--- config.mk ---
export PLATFORM = sky130hd
export DESIGN_NAME = nand_op_sequencer
export DESIGN_NICKNAME = d
export VERILOG_FILES = /design/src/rtl/command_vars.sv /design/src/rtl/nand_op_sequencer.sv
export SDC_FILE = /design/constraint.sdc
export NUM_CORES = 1
export LEC_CHECK = 0
export CAP_MARGIN = 10
export CORE_MARGIN = 2
export CORE_UTILIZATION = 50
export CTS_CLUSTER_DIAMETER = 80
export DETAILED_ROUTE_END_ITERATION = 7
export PLACE_DENSITY = 0.8
export SLEW_MARGIN = 20
export SYNTH_ARGS = -nofsm -noshare
export SYNTH_HDL_FRONTEND = slang
export SYNTH_SLANG_ARGS = --single-unit
--- constraint.sdc ---
create_clock -name i_Clk -period 2.6 [get_ports i_Clk]
set_clock_uncertainty 0.1 [all_clocks]
set_input_delay 0.26 -clock i_Clk [delete_from_list [all_inputs] [get_ports i_Clk]]
set_output_delay 0.26 -clock i_Clk [all_outputs]
set_load 0.02 [all_outputs]
--- src/rtl/command_vars.sv ---
// Shared SPI NAND command encodings, feature-register bit positions and the
// state/status codes used by the operation sequencer.
package command_vars;

  typedef enum logic [7:0] {
    WRITE_ENABLE  = 8'h06,
    WRITE_DISABLE = 8'h04,
    GET_FEATURE   = 8'h0F,
    SET_FEATURE   = 8'h1F,
    PAGE_READ     = 8'h13,
    CACHE_READ    = 8'h03,
    PROG_LOAD1    = 8'h02,
    PROG_EXEC     = 8'h10,
    READ_ID       = 8'h9F,
    DEV_RESET     = 8'hFF
  } SPI_Command;

  // Bit positions inside the status feature register.
  localparam int OIP_BIT    = 0;
  localparam int WEL_BIT    = 1;
  localparam int P_FAIL_BIT = 3;
  localparam int ECC_MSB    = 5;
  localparam int ECC_LSB    = 4;

  localparam logic [1:0] ECC_UNCORRECTABLE = 2'b10;

  localparam logic [1:0] STATUS_OK      = 2'b00;
  localparam logic [1:0] STATUS_P_FAIL  = 2'b01;
  localparam logic [1:0] STATUS_TIMEOUT = 2'b10;
  localparam logic [1:0] STATUS_ECC     = 2'b11;

  localparam logic OP_PROGRAM = 1'b0;
  localparam logic OP_READ    = 1'b1;

  typedef enum logic [2:0] {
    ST_IDLE,
    ST_ISSUE,
    ST_GUARD,
    ST_WAIT_RDY,
    ST_POLL_ISSUE,
    ST_POLL_GUARD,
    ST_POLL_WAIT,
    ST_DONE
  } seq_state_e;

  function automatic logic [23:0] col_to_addr(input logic [12:0] col);
    return {11'd0, col};
  endfunction

  function automatic logic [23:0] feature_to_addr(input logic [7:0] feat);
    return {8'd0, feat, 8'd0};
  endfunction

endpackage

--- src/rtl/nand_op_sequencer.sv ---
// Sequences SPI NAND page program / page read operations as command steps
// handed to mem_command, polling the status feature register until complete.
module nand_op_sequencer
  import command_vars::*;
#(
  parameter int         MAX_POLLS = 1000,
  parameter logic [7:0] FEAT_ADDR = 8'hC0
) (
  input  logic        i_Clk,
  input  logic        i_Rst,
  input  logic        i_Op_Req,
  input  logic        i_Op_Type,
  input  logic [23:0] i_Row_Addr,
  input  logic [12:0] i_Col_Addr,
  output logic        o_Busy,
  output logic        o_Done,
  output logic [1:0]  o_Status,
  output SPI_Command  o_Command,
  output logic        o_CM_DV,
  output logic [23:0] o_Addr_Data,
  input  logic        i_CM_Ready,
  input  logic [7:0]  i_RX_Feature_Byte,
  input  logic        i_RX_Feature_DV
);

  localparam int                POLL_W     = $clog2(MAX_POLLS + 1);
  localparam logic [POLL_W-1:0] POLL_LIMIT = POLL_W'(MAX_POLLS);

  seq_state_e        state_q, state_d;
  logic              op_type_q, op_type_d;
  logic [23:0]       row_q, row_d;
  logic [12:0]       col_q, col_d;
  logic [1:0]        step_q, step_d;
  logic [POLL_W-1:0] poll_cnt_q, poll_cnt_d;
  logic [7:0]        feat_byte_q, feat_byte_d;
  logic              feat_valid_q, feat_valid_d;
  logic [1:0]        status_q, status_d;
  SPI_Command        command_q, command_d;
  logic [23:0]       addr_q, addr_d;
  logic              cm_dv;
  logic              start_poll;

  // Command and address are staged one state ahead so they are already
  // stable when the combinational valid pulse fires on i_CM_Ready.
  always_comb begin
    state_d      = state_q;
    op_type_d    = op_type_q;
    row_d        = row_q;
    col_d        = col_q;
    step_d       = step_q;
    poll_cnt_d   = poll_cnt_q;
    feat_byte_d  = feat_byte_q;
    feat_valid_d = feat_valid_q;
    status_d     = status_q;
    command_d    = command_q;
    addr_d       = addr_q;
    cm_dv        = 1'b0;
    start_poll   = 1'b0;

    case (state_q)
      ST_IDLE: begin
        if (i_Op_Req) begin
          op_type_d    = i_Op_Type;
          row_d        = i_Row_Addr;
          col_d        = i_Col_Addr;
          step_d       = 2'd0;
          poll_cnt_d   = '0;
          feat_valid_d = 1'b0;
          status_d     = STATUS_OK;
          if (i_Op_Type == OP_READ) begin
            command_d = PAGE_READ;
            addr_d    = i_Row_Addr;
          end else begin
            command_d = WRITE_ENABLE;
            addr_d    = 24'd0;
          end
          state_d = ST_ISSUE;
        end
      end

      ST_ISSUE: begin
        if (i_CM_Ready) begin
          cm_dv   = 1'b1;
          state_d = ST_GUARD;
        end
      end

      ST_GUARD: begin
        state_d = ST_WAIT_RDY;
      end

      ST_WAIT_RDY: begin
        if (i_CM_Ready) begin
          if (op_type_q == OP_PROGRAM) begin
            case (step_q)
              2'd0: begin
                step_d    = 2'd1;
                command_d = PROG_LOAD1;
                addr_d    = col_to_addr(col_q);
                state_d   = ST_ISSUE;
              end
              2'd1: begin
                step_d    = 2'd2;
                command_d = PROG_EXEC;
                addr_d    = row_q;
                state_d   = ST_ISSUE;
              end
              default: start_poll = 1'b1;
            endcase
          end else if (step_q == 2'd0) begin
            start_poll = 1'b1;
          end else begin
            state_d = ST_DONE;
          end
        end
      end

      ST_POLL_ISSUE: begin
        if (i_CM_Ready) begin
          cm_dv      = 1'b1;
          poll_cnt_d = poll_cnt_q + POLL_W'(1);
          state_d    = ST_POLL_GUARD;
        end
      end

      ST_POLL_GUARD: begin
        state_d = ST_POLL_WAIT;
      end

      // The returned byte is captured first and judged on the following
      // cycle, so the decision always works from the latched copy.
      ST_POLL_WAIT: begin
        if (feat_valid_q) begin
          feat_valid_d = 1'b0;
          if (feat_byte_q[OIP_BIT]) begin
            if (poll_cnt_q >= POLL_LIMIT) begin
              status_d = STATUS_TIMEOUT;
              state_d  = ST_DONE;
            end else begin
              state_d = ST_POLL_ISSUE;
            end
          end else if (op_type_q == OP_PROGRAM) begin
            status_d = feat_byte_q[P_FAIL_BIT] ? STATUS_P_FAIL : STATUS_OK;
            state_d  = ST_DONE;
          end else if (feat_byte_q[ECC_MSB:ECC_LSB] == ECC_UNCORRECTABLE) begin
            status_d = STATUS_ECC;
            state_d  = ST_DONE;
          end else begin
            step_d    = 2'd1;
            command_d = CACHE_READ;
            addr_d    = col_to_addr(col_q);
            state_d   = ST_ISSUE;
          end
        end else if (i_RX_Feature_DV) begin
          feat_byte_d  = i_RX_Feature_Byte;
          feat_valid_d = 1'b1;
        end
      end

      ST_DONE: begin
        state_d = ST_IDLE;
      end

      default: begin
        state_d = ST_IDLE;
      end
    endcase

    if (start_poll) begin
      command_d = GET_FEATURE;
      addr_d    = feature_to_addr(FEAT_ADDR);
      state_d   = ST_POLL_ISSUE;
    end
  end

  always_ff @(posedge i_Clk) begin
    if (i_Rst) begin
      state_q      <= ST_IDLE;
      op_type_q    <= OP_PROGRAM;
      row_q        <= 24'd0;
      col_q        <= 13'd0;
      step_q       <= 2'd0;
      poll_cnt_q   <= '0;
      feat_byte_q  <= 8'd0;
      feat_valid_q <= 1'b0;
      status_q     <= STATUS_OK;
      command_q    <= WRITE_ENABLE;
      addr_q       <= 24'd0;
    end else begin
      state_q      <= state_d;
      op_type_q    <= op_type_d;
      row_q        <= row_d;
      col_q        <= col_d;
      step_q       <= step_d;
      poll_cnt_q   <= poll_cnt_d;
      feat_byte_q  <= feat_byte_d;
      feat_valid_q <= feat_valid_d;
      status_q     <= status_d;
      command_q    <= command_d;
      addr_q       <= addr_d;
    end
  end

  // WEL and the reserved feature bits play no part in sequencing.
  logic unused_feat_bits;
  assign unused_feat_bits = ^{feat_byte_q[7:6], feat_byte_q[2], feat_byte_q[WEL_BIT]};

  assign o_Busy      = (state_q != ST_IDLE) && (state_q != ST_DONE);
  assign o_Done      = (state_q == ST_DONE);
  assign o_Status    = status_q;
  assign o_Command   = command_q;
  assign o_CM_DV     = cm_dv;
  assign o_Addr_Data = addr_q;

endmodule

==> impl_table.tex, run 1 <==
\begin{tabular}{lr}
\hline
Metric & Value \\
\hline
\multicolumn{2}{l}{\textbf{Logic synthesis}} \\
\quad Top cells by area, synth & sky130\_fd\_sc\_hd\_\_dfxtp\_1 47\%, sky130\_fd\_sc\_hd\_\_nand2\_1 8.2\%, sky130\_fd\_sc\_hd\_\_a21oi\_1 5.9\%, sky130\_fd\_sc\_hd\_\_nor2\_1 4.0\%, sky130\_fd\_sc\_hd\_\_a222oi\_1 3.4\% \\
\quad Number of flip-flops and latches in the synthesized netlist & 89 \\
\quad Area of the mapped netlist & 3830 um2 \\
\quad Cell taking the most area after synthesis & sky130\_fd\_sc\_hd\_\_dfxtp\_1 \\
\quad EDFF count, synth & 0 \\
\quad Number of distinct library cell variants in the gate-level netlist after synthesis & 50 \\
\quad Syn. warnings & 0 \\
\quad Portion of the post-synthesis area used by sequential elements & 0.466 \\
\quad Average instance area after synthesis & 8.66 um2 \\
\quad Async set or reset register ratio after synthesis & 0 \\
\quad Syn Inst Count & 442 \\
\quad Proportion of netlist area held by the largest area contributor & 0.466 \\
\quad Most used flip-flop cell after synthesis & sky130\_fd\_sc\_hd\_\_dfxtp\_1 \\
\multicolumn{2}{l}{\textbf{CTS}} \\
\quad Setup fix buffers added after clock tree synthesis & 0 \\
\quad Worst-path clk slew & 0.10 ns \\
\quad Clock tree from TritonCTS & yes \\
\quad Clock buffer count from CTS & 9 \\
\quad Deepest clock path buffer count & 2 \\
\quad H-tree depth reported by CTS & 3 \\
\quad Clock latency on the worst-skew pair & 0.37 ns \\
\quad Num Clock Sinks & 89 \\
\quad Clock root buffer & sky130\_fd\_sc\_hd\_\_clkbuf\_8 \\
\multicolumn{2}{l}{\textbf{Worst setup path}} \\
\quad Critical path destination & o\_CM\_DV \\
\quad Worst reg-to-reg path cell count & 7 \\
\quad Nature of the critical path endpoint & output pin \\
\quad Critical path launch point type & flop \\
\quad Worst setup startpoint & state\_q[0]\$\_SDFFE\_PP0P\_ \\
\quad CP Data Arrival Time & 2.14 ns \\
\quad Maximum net fanout on the critical path & 14 \\
\quad Setup slack of the worst register-to-register path & 0.35 ns \\
\quad Worst flop-to-flop path endpoint & o\_Addr\_Data[20]\$\_SDFFE\_PP0P\_ \\
\quad Worst reg2reg path startpoint & state\_q[1]\$\_SDFFE\_PP0P\_ \\
\quad Critical path data required time & 2.24 ns \\
\quad Path type of the worst setup path & reg -> out \\
\multicolumn{2}{l}{\textbf{STA}} \\
\quad Count of endpoints failing setup in the final report & 0 \\
\quad Number of hold-slack violations in the final timing report & 0 \\
\quad Setup TNS & 0 ns \\
\quad Top achievable clock speed & 0.401 GHz \\
\quad Worst-margin pin slew & 0.532 ns \\
\quad Clock period minus worst slack & 2.50 ns \\
\quad Final number of max-transition violations & 0 \\
\quad Unrepaired setup endpoints after global routing & no \\
\quad Max-slew headroom at the worst pin & 0.643 \\
\quad Period utilisation layout & 0.960 \\
\multicolumn{2}{l}{\textbf{Min path}} \\
\quad Worst Hold Launch & i\_Rst \\
\quad Type of the worst min-delay path & in -> reg \\
\multicolumn{2}{l}{\textbf{Floorplan}} \\
\quad Placement row count & 31 \\
\quad Number of top-level design ports & 88 \\
\quad Vertical die dimension & 91.5 um \\
\quad Initial Util & 0.522 \\
\quad Die Width & 91.5 um \\
\quad Die Outline Area & 8370 um2 \\
\quad Core ar. & 7330 um2 \\
\multicolumn{2}{l}{\textbf{Power and ir drop}} \\
\quad Leakage power & 1.77 nW \\
\quad Power density of the placed cells & 827 nW/um2 \\
\quad Maximum VDD drop & 0.419 mV \\
\quad Power after layout & 4.07 mW \\
\multicolumn{2}{l}{\textbf{Global routing}} \\
\quad First-pass GRT wire length & 15.2 mm \\
\quad Initial antenna violation count & 0 \\
\quad Vias in the first global route & 3226 \\
\quad Maximum number of pins on one net before global-route repair & 46 \\
\quad Global router's overall resource usage & 0.224 \\
\quad Overflow left after global routing & 0 \\
\multicolumn{2}{l}{\textbf{Flow run}} \\
\quad Max-capacitance violation count & 0 \\
\multicolumn{2}{l}{\textbf{Routing}} \\
\quad Starting DRT DRC Count & 262 \\
\quad Total wirelength of the detailed-routed design & 9.37 mm \\
\quad Average routed wire per standard cell & 15.2 um \\
\quad Vias post-DR & 3508 \\
\quad Final ANT Viol Nets & 0 \\
\quad DR pass1 iterations & 8 \\
\quad Vias/cell & 5.69 \\
\quad DRC Markers & 0 \\
\multicolumn{2}{l}{\textbf{Cells and area}} \\
\quad Number of diodes & 0 \\
\quad Layout-stage area growth over the synthesis result & 28.4\% \\
\quad Count of fill cells added during filler insertion & 580 \\
\quad Number of nets in the final layout & 565 \\
\quad Fraction of layout instances using a drive strength above 1 & 0.0851 \\
\quad Multi-input gate area in the final layout & 1830 um2 \\
\quad Area taken by flip-flops and latches & 1780 um2 \\
\quad Fraction of the core area covered by cells at the end of the flow & 0.670 \\
\multicolumn{2}{l}{\textbf{Placement}} \\
\quad Count of buffers inserted at the top-level ports & 80 \\
\quad Placer Congestion & 0.854 \\
\quad DP Wirelength & 6.12 mm \\
\multicolumn{2}{l}{\textbf{Outcome}} \\
\quad Result of the run & completed \\
\hline
\end{tabular}
==> repair_timing <==
| action | CTS | global route |
|---|---|---|
| setup endpoints to repair | 0 | 1 |
| resized for setup | 0 | 1 |
| hold buffers | 0 | 0 |
==> through the flow <==
stage          hold WS [ns]  cell area [um2]  setup WS (ns)  std cells
5_1_grt               0.115             4910        0.00484        616
6_report              0.113             4910          0.104        616
4_1_cts              0.0987             4910         0.0617        616
3_5_place_dp          0.348             4680          0.331        600
3_3_place_gp          0.341             4680          0.374        600
2_1_floorplan         0.296             3830          0.757        444
==> registers in the layout, summed over array words and instances (netlist names) <==
signal and cells:
col_q 13, feat_byte_q 4, feat_valid_q 1, o_Addr_Data 24, o_Command 5, o_Status 2, op_type_q 1, poll_cnt_q 10
row_q 24, state_q 3, step_q 2
==> power by group <==
| part | internal (mW) | switching (mW) |
|---|---|---|
| clock network | 0.564 | 0.556 |
| logic | 0.559 | 0.708 |
| registers | 1.56 | 0.123 |
==> cell families after synthesis <==
family | count (synthesis) | share of synthesized area
compound gates | 122 | 0.219
flops | 89 | 0.466
buf+inv | 48 | 0.0618
fa+ha+maj | 2 | 0.00654
xor+xnor | 7 | 0.0160
other cells | 1 | 0.000980
simple gates | 165 | 0.210
mux | 8 | 0.0209
==> synthesized netlist by cell type, types with 2 or more instances <==
cell type / n
sky130_fd_sc_hd__a211oi_1: 11
sky130_fd_sc_hd__a21oi_1: 45
sky130_fd_sc_hd__a221oi_1: 3
sky130_fd_sc_hd__a222oi_1: 13
sky130_fd_sc_hd__a22oi_1: 12
sky130_fd_sc_hd__a31oi_1: 4
sky130_fd_sc_hd__and3_1: 3
sky130_fd_sc_hd__and4b_1: 2
sky130_fd_sc_hd__buf_2: 12
sky130_fd_sc_hd__buf_4: 7
sky130_fd_sc_hd__buf_6: 2
sky130_fd_sc_hd__clkbuf_1: 18
sky130_fd_sc_hd__dfxtp_1: 89
sky130_fd_sc_hd__ha_1: 2
sky130_fd_sc_hd__inv_1: 9
sky130_fd_sc_hd__mux2i_1: 8
sky130_fd_sc_hd__nand2_1: 84
sky130_fd_sc_hd__nand2b_1: 5
sky130_fd_sc_hd__nand3_1: 2
sky130_fd_sc_hd__nand4_1: 3
sky130_fd_sc_hd__nor2_1: 41
sky130_fd_sc_hd__nor2b_1: 3
sky130_fd_sc_hd__nor3_1: 5
sky130_fd_sc_hd__nor3b_1: 2
sky130_fd_sc_hd__nor4b_2: 2
sky130_fd_sc_hd__o21a_1: 2
sky130_fd_sc_hd__o21ai_0: 11
sky130_fd_sc_hd__o2bb2ai_1: 13
sky130_fd_sc_hd__or3_1: 3
sky130_fd_sc_hd__xnor2_1: 2
sky130_fd_sc_hd__xor2_1: 5
==> layout by cell type, fill, tap and decap left out, drive strengths merged, types with 9 or more instances in the layout <==
cell / netlist / layout
o2bb2ai: 13 / 13
a222oi: 13 / 13
a211oi: 11 / 11
a22oi: 12 / 12
clkdlybuf4s50: 0 / 79
o21ai: 11 / 11
nor2: 41 / 41
buf: 21 / 17
a21oi: 46 / 46
nand2: 85 / 85
dfxtp: 89 / 89
inv: 9 / 13
clkbuf: 18 / 9
==> worst min-delay path by stage <==
| stage | endpoint | depth (start not counted) |
|---|---|---|
| 6_report | o_Command[3]$_SDFFE_PP0P_ | 2 |
| 5_1_grt | feat_byte_q[0]$_SDFFE_PP0P_ | 2 |
| 4_1_cts | o_Command[3]$_SDFFE_PP0P_ | 2 |
| 3_5_place_dp | row_q[9]$_SDFFE_PP0P_ | 2 |
| 3_3_place_gp | o_Status[1]$_SDFFE_PP0P_ | 2 |
| 2_1_floorplan | col_q[0]$_SDFFE_PP0P_ | 2 |
==> final cells by class <==
type | instances | area share
Multi-Input combinational cell | 307 | 0.371
Sequential cell | 89 | 0.363
Timing Repair Buffer | 96 | 0.186
Clock buffer | 9 | 0.0252
Tap cell | 99 | 0.0252
Clock inverter | 7 | 0.0221
Inverter | 9 | 0.00687
==> per-layer routing <==
metal  GRT usage  up-vias  share of wire
met5           0        -              0
met2       0.362      120           0.48
met1       0.293     1665           0.44
met4      0.0934        0          0.016
li1            -     1707              -
met3      0.0423       16          0.060
==> critical path, cell delays in order (launching register included) <==
cell and delay, ns:
sky130_fd_sc_hd__dfxtp_1 0.53, sky130_fd_sc_hd__buf_4 0.27, sky130_fd_sc_hd__xnor2_1 0.13, sky130_fd_sc_hd__nor3b_1 0.21
sky130_fd_sc_hd__clkdlybuf4s50_1 0.64
Power figures use the tool's default switching activity.
==> run 2, diff against run 1 <==
MAX_ROUTING_LAYER = met4   (was unset)
==> run 2 against run 1 <==
Effect of this change: count of clock-buffer cells in the layout stayed put; combinational power barely moved; design area increased by 0.41%; maximum frequency rose by 1.0%; core utilization up 0.27 points; flip-flop and latch count unchanged; global-route usage up 1.4 points; critical path type unchanged; largest power group unchanged.
==> impl_table.tex, run 2 (synthesized netlist as in run 1, its figures left out) <==
\begin{tabular}{lr}
\hline
Metric & Value \\
\hline
\multicolumn{2}{l}{\textbf{Global routing}} \\
\quad Global router's overall resource usage & 0.238 \\
\quad Initial antenna violation count & 0 \\
\quad Maximum number of pins on one net before global-route repair & 46 \\
\quad Overflow left after global routing & 0 \\
\quad First-pass GRT wire length & 15.8 mm \\
\quad Vias in the first global route & 3402 \\
\multicolumn{2}{l}{\textbf{Power and ir drop}} \\
\quad Power density of the placed cells & 824 nW/um2 \\
\quad Maximum VDD drop & 0.356 mV \\
\quad Leakage power & 1.77 nW \\
\multicolumn{2}{l}{\textbf{Floorplan}} \\
\quad Number of top-level design ports & 88 \\
\quad Die Width & 91.5 um \\
\quad Initial Util & 0.522 \\
\quad Vertical die dimension & 91.5 um \\
\quad Die Outline Area & 8370 um2 \\
\quad Placement row count & 31 \\
\quad Core ar. & 7330 um2 \\
\multicolumn{2}{l}{\textbf{Routing}} \\
\quad DRC Markers & 0 \\
\quad Vias post-DR & 3456 \\
\quad Met3 wirelength from detailed routing & 520 um \\
\quad Final ANT Viol Nets & 0 \\
\quad Top layer reached by signal wires & met4 \\
\quad Wire length on met2 & 4.55 mm \\
\quad Average routed wire per standard cell & 15.1 um \\
\quad Total wirelength of the detailed-routed design & 9.32 mm \\
\quad Met1 layer wirelength in the final routing & 4.07 mm \\
\quad Starting DRT DRC Count & 349 \\
\quad Vias/cell & 5.60 \\
\quad DR pass1 iterations & 5 \\
\multicolumn{2}{l}{\textbf{STA}} \\
\quad Worst Hold Slack & 0.112 ns \\
\quad Setup TNS & 0 ns \\
\quad Final number of max-transition violations & 0 \\
\quad Period utilisation layout & 0.950 \\
\quad Count of endpoints failing setup in the final report & 0 \\
\quad Top achievable clock speed & 0.405 GHz \\
\quad Max-slew headroom at the worst pin & 0.624 \\
\quad Unrepaired setup endpoints after global routing & no \\
\quad Worst-margin pin slew & 0.561 ns \\
\quad Clock period minus worst slack & 2.47 ns \\
\quad Number of hold-slack violations in the final timing report & 0 \\
\multicolumn{2}{l}{\textbf{Worst setup path}} \\
\quad Maximum single-stage delay on the critical path & 0.64 ns \\
\quad Setup slack of the worst register-to-register path & 0.41 ns \\
\quad Maximum net fanout on the critical path & 12 \\
\quad Cells along the critical path & buf\_4 > xnor2\_1 > nor3b\_1 > clkdlybuf4s50\_1 \\
\quad Worst setup startpoint & state\_q[0]\$\_SDFFE\_PP0P\_ \\
\quad CP Data Arrival Time & 2.11 ns \\
\quad Nature of the critical path endpoint & output pin \\
\quad Path type of the worst setup path & reg -> out \\
\quad Family with the most delay on the worst path & buffers and inverters \\
\quad Critical path launch point type & flop \\
\quad Standard cell with the maximum stage delay on the critical path & sky130\_fd\_sc\_hd\_\_clkdlybuf4s50\_1 \\
\quad Critical path buffer and inverter count & 2 \\
\quad Worst reg2reg path startpoint & state\_q[0]\$\_SDFFE\_PP0P\_ \\
\quad Critical path data required time & 2.24 ns \\
\multicolumn{2}{l}{\textbf{Cells and area}} \\
\quad Number of diodes & 0 \\
\quad Number of nets in the final layout & 566 \\
\quad Commonest cells after routing, fill and taps aside & 89 x sky130\_fd\_sc\_hd\_\_dfxtp\_1, 84 x sky130\_fd\_sc\_hd\_\_nand2\_1, 79 x sky130\_fd\_sc\_hd\_\_clkdlybuf4s50\_1 \\
\quad Layout-stage area growth over the synthesis result & 28.9\% \\
\quad Most common cell after layout, fill and taps aside & sky130\_fd\_sc\_hd\_\_dfxtp\_1 \\
\quad Fraction of layout instances using a drive strength above 1 & 0.0849 \\
\multicolumn{2}{l}{\textbf{CTS}} \\
\quad Num Clock Sinks & 89 \\
\quad Clock tree from TritonCTS & yes \\
\quad Cts repair resizes & 0 \\
\quad Clock buffer count from CTS & 9 \\
\quad Setup fix buffers added after clock tree synthesis & 0 \\
\quad Clock latency on the worst-skew pair & 0.36 ns \\
\quad Deepest clock path buffer count & 2 \\
\quad Total of hold buffers inserted after clock tree synthesis & 0 \\
\quad Clock root buffer & sky130\_fd\_sc\_hd\_\_clkbuf\_8 \\
\quad H-tree depth reported by CTS & 3 \\
\quad Worst-path clk slew & 0.10 ns \\
\multicolumn{2}{l}{\textbf{Placement}} \\
\quad DP Wirelength & 6.31 mm \\
\quad Placer Congestion & 0.856 \\
\quad Count of buffers inserted at the top-level ports & 80 \\
\multicolumn{2}{l}{\textbf{Outcome}} \\
\quad Result of the run & completed \\
\multicolumn{2}{l}{\textbf{Min path}} \\
\quad Type of the worst min-delay path & in -> reg \\
\quad Worst Hold Launch & i\_Rst \\
\multicolumn{2}{l}{\textbf{Flow run}} \\
\quad Max-capacitance violation count & 0 \\
\hline
\end{tabular}
-- run 2: cell count changes in the layout (fill, tap and decap cells not counted), sizes merged --
cell / delta
buf: +1
clkinvlp: +1
inv: -1
-- run 2: layer usage --
metal  global-route usage  vias up
met1                0.298     1626
met4                0.101        0
met2                0.371      113
met3               0.0515       16
met5                    -        -
li1                     -     1701
-- run 2: through the flow --
stage	setup WS, ns	area [um2]	total power, mW	utilization	cells
after floorplan	0.757	3830	2.50	-	444
after global routing	0.0192	4930	4.28	0.673	617
final	0.129	4930	4.07	0.673	617
after CTS	0.113	4930	4.09	0.673	617
after detailed placement	0.362	4700	3.00	0.641	601
after global placement	0.386	4700	2.97	0.641	601
-- run 2: where the power goes --
| group | switching (mW) | internal [mW] |
|---|---|---|
| Combinational | 0.713 | 0.579 |
| Clock | 0.534 | 0.559 |
| Sequential | 0.125 | 1.56 |
-- run 2: final timing paths --
kind	to	depth (start not counted)
hold / removal	feat_byte_q[0]$_SDFFE_PP0P_	2
hold reg to reg	row_q[14]$_SDFFE_PP0P_	2
setup / recovery	o_CM_DV	4
setup reg to reg	o_Addr_Data[4]$_SDFFE_PP0P_	6
-- run 2: final cells by class --
class	count	area, um2
Inverter	9	33.8
Timing Repair Buffer	97	936
Sequential cell	89	1780
Tap cell	99	124
Clock buffer	9	124
Fill cell	592	2400
Clock inverter	7	110
Multi-Input combinational cell	307	1830
==> run 3, diff against run 2 <==
CAP_MARGIN = unset   (was 10)
==> results of run 3 <==
The final DEF is identical to that of run 2; final timing and power are the same.
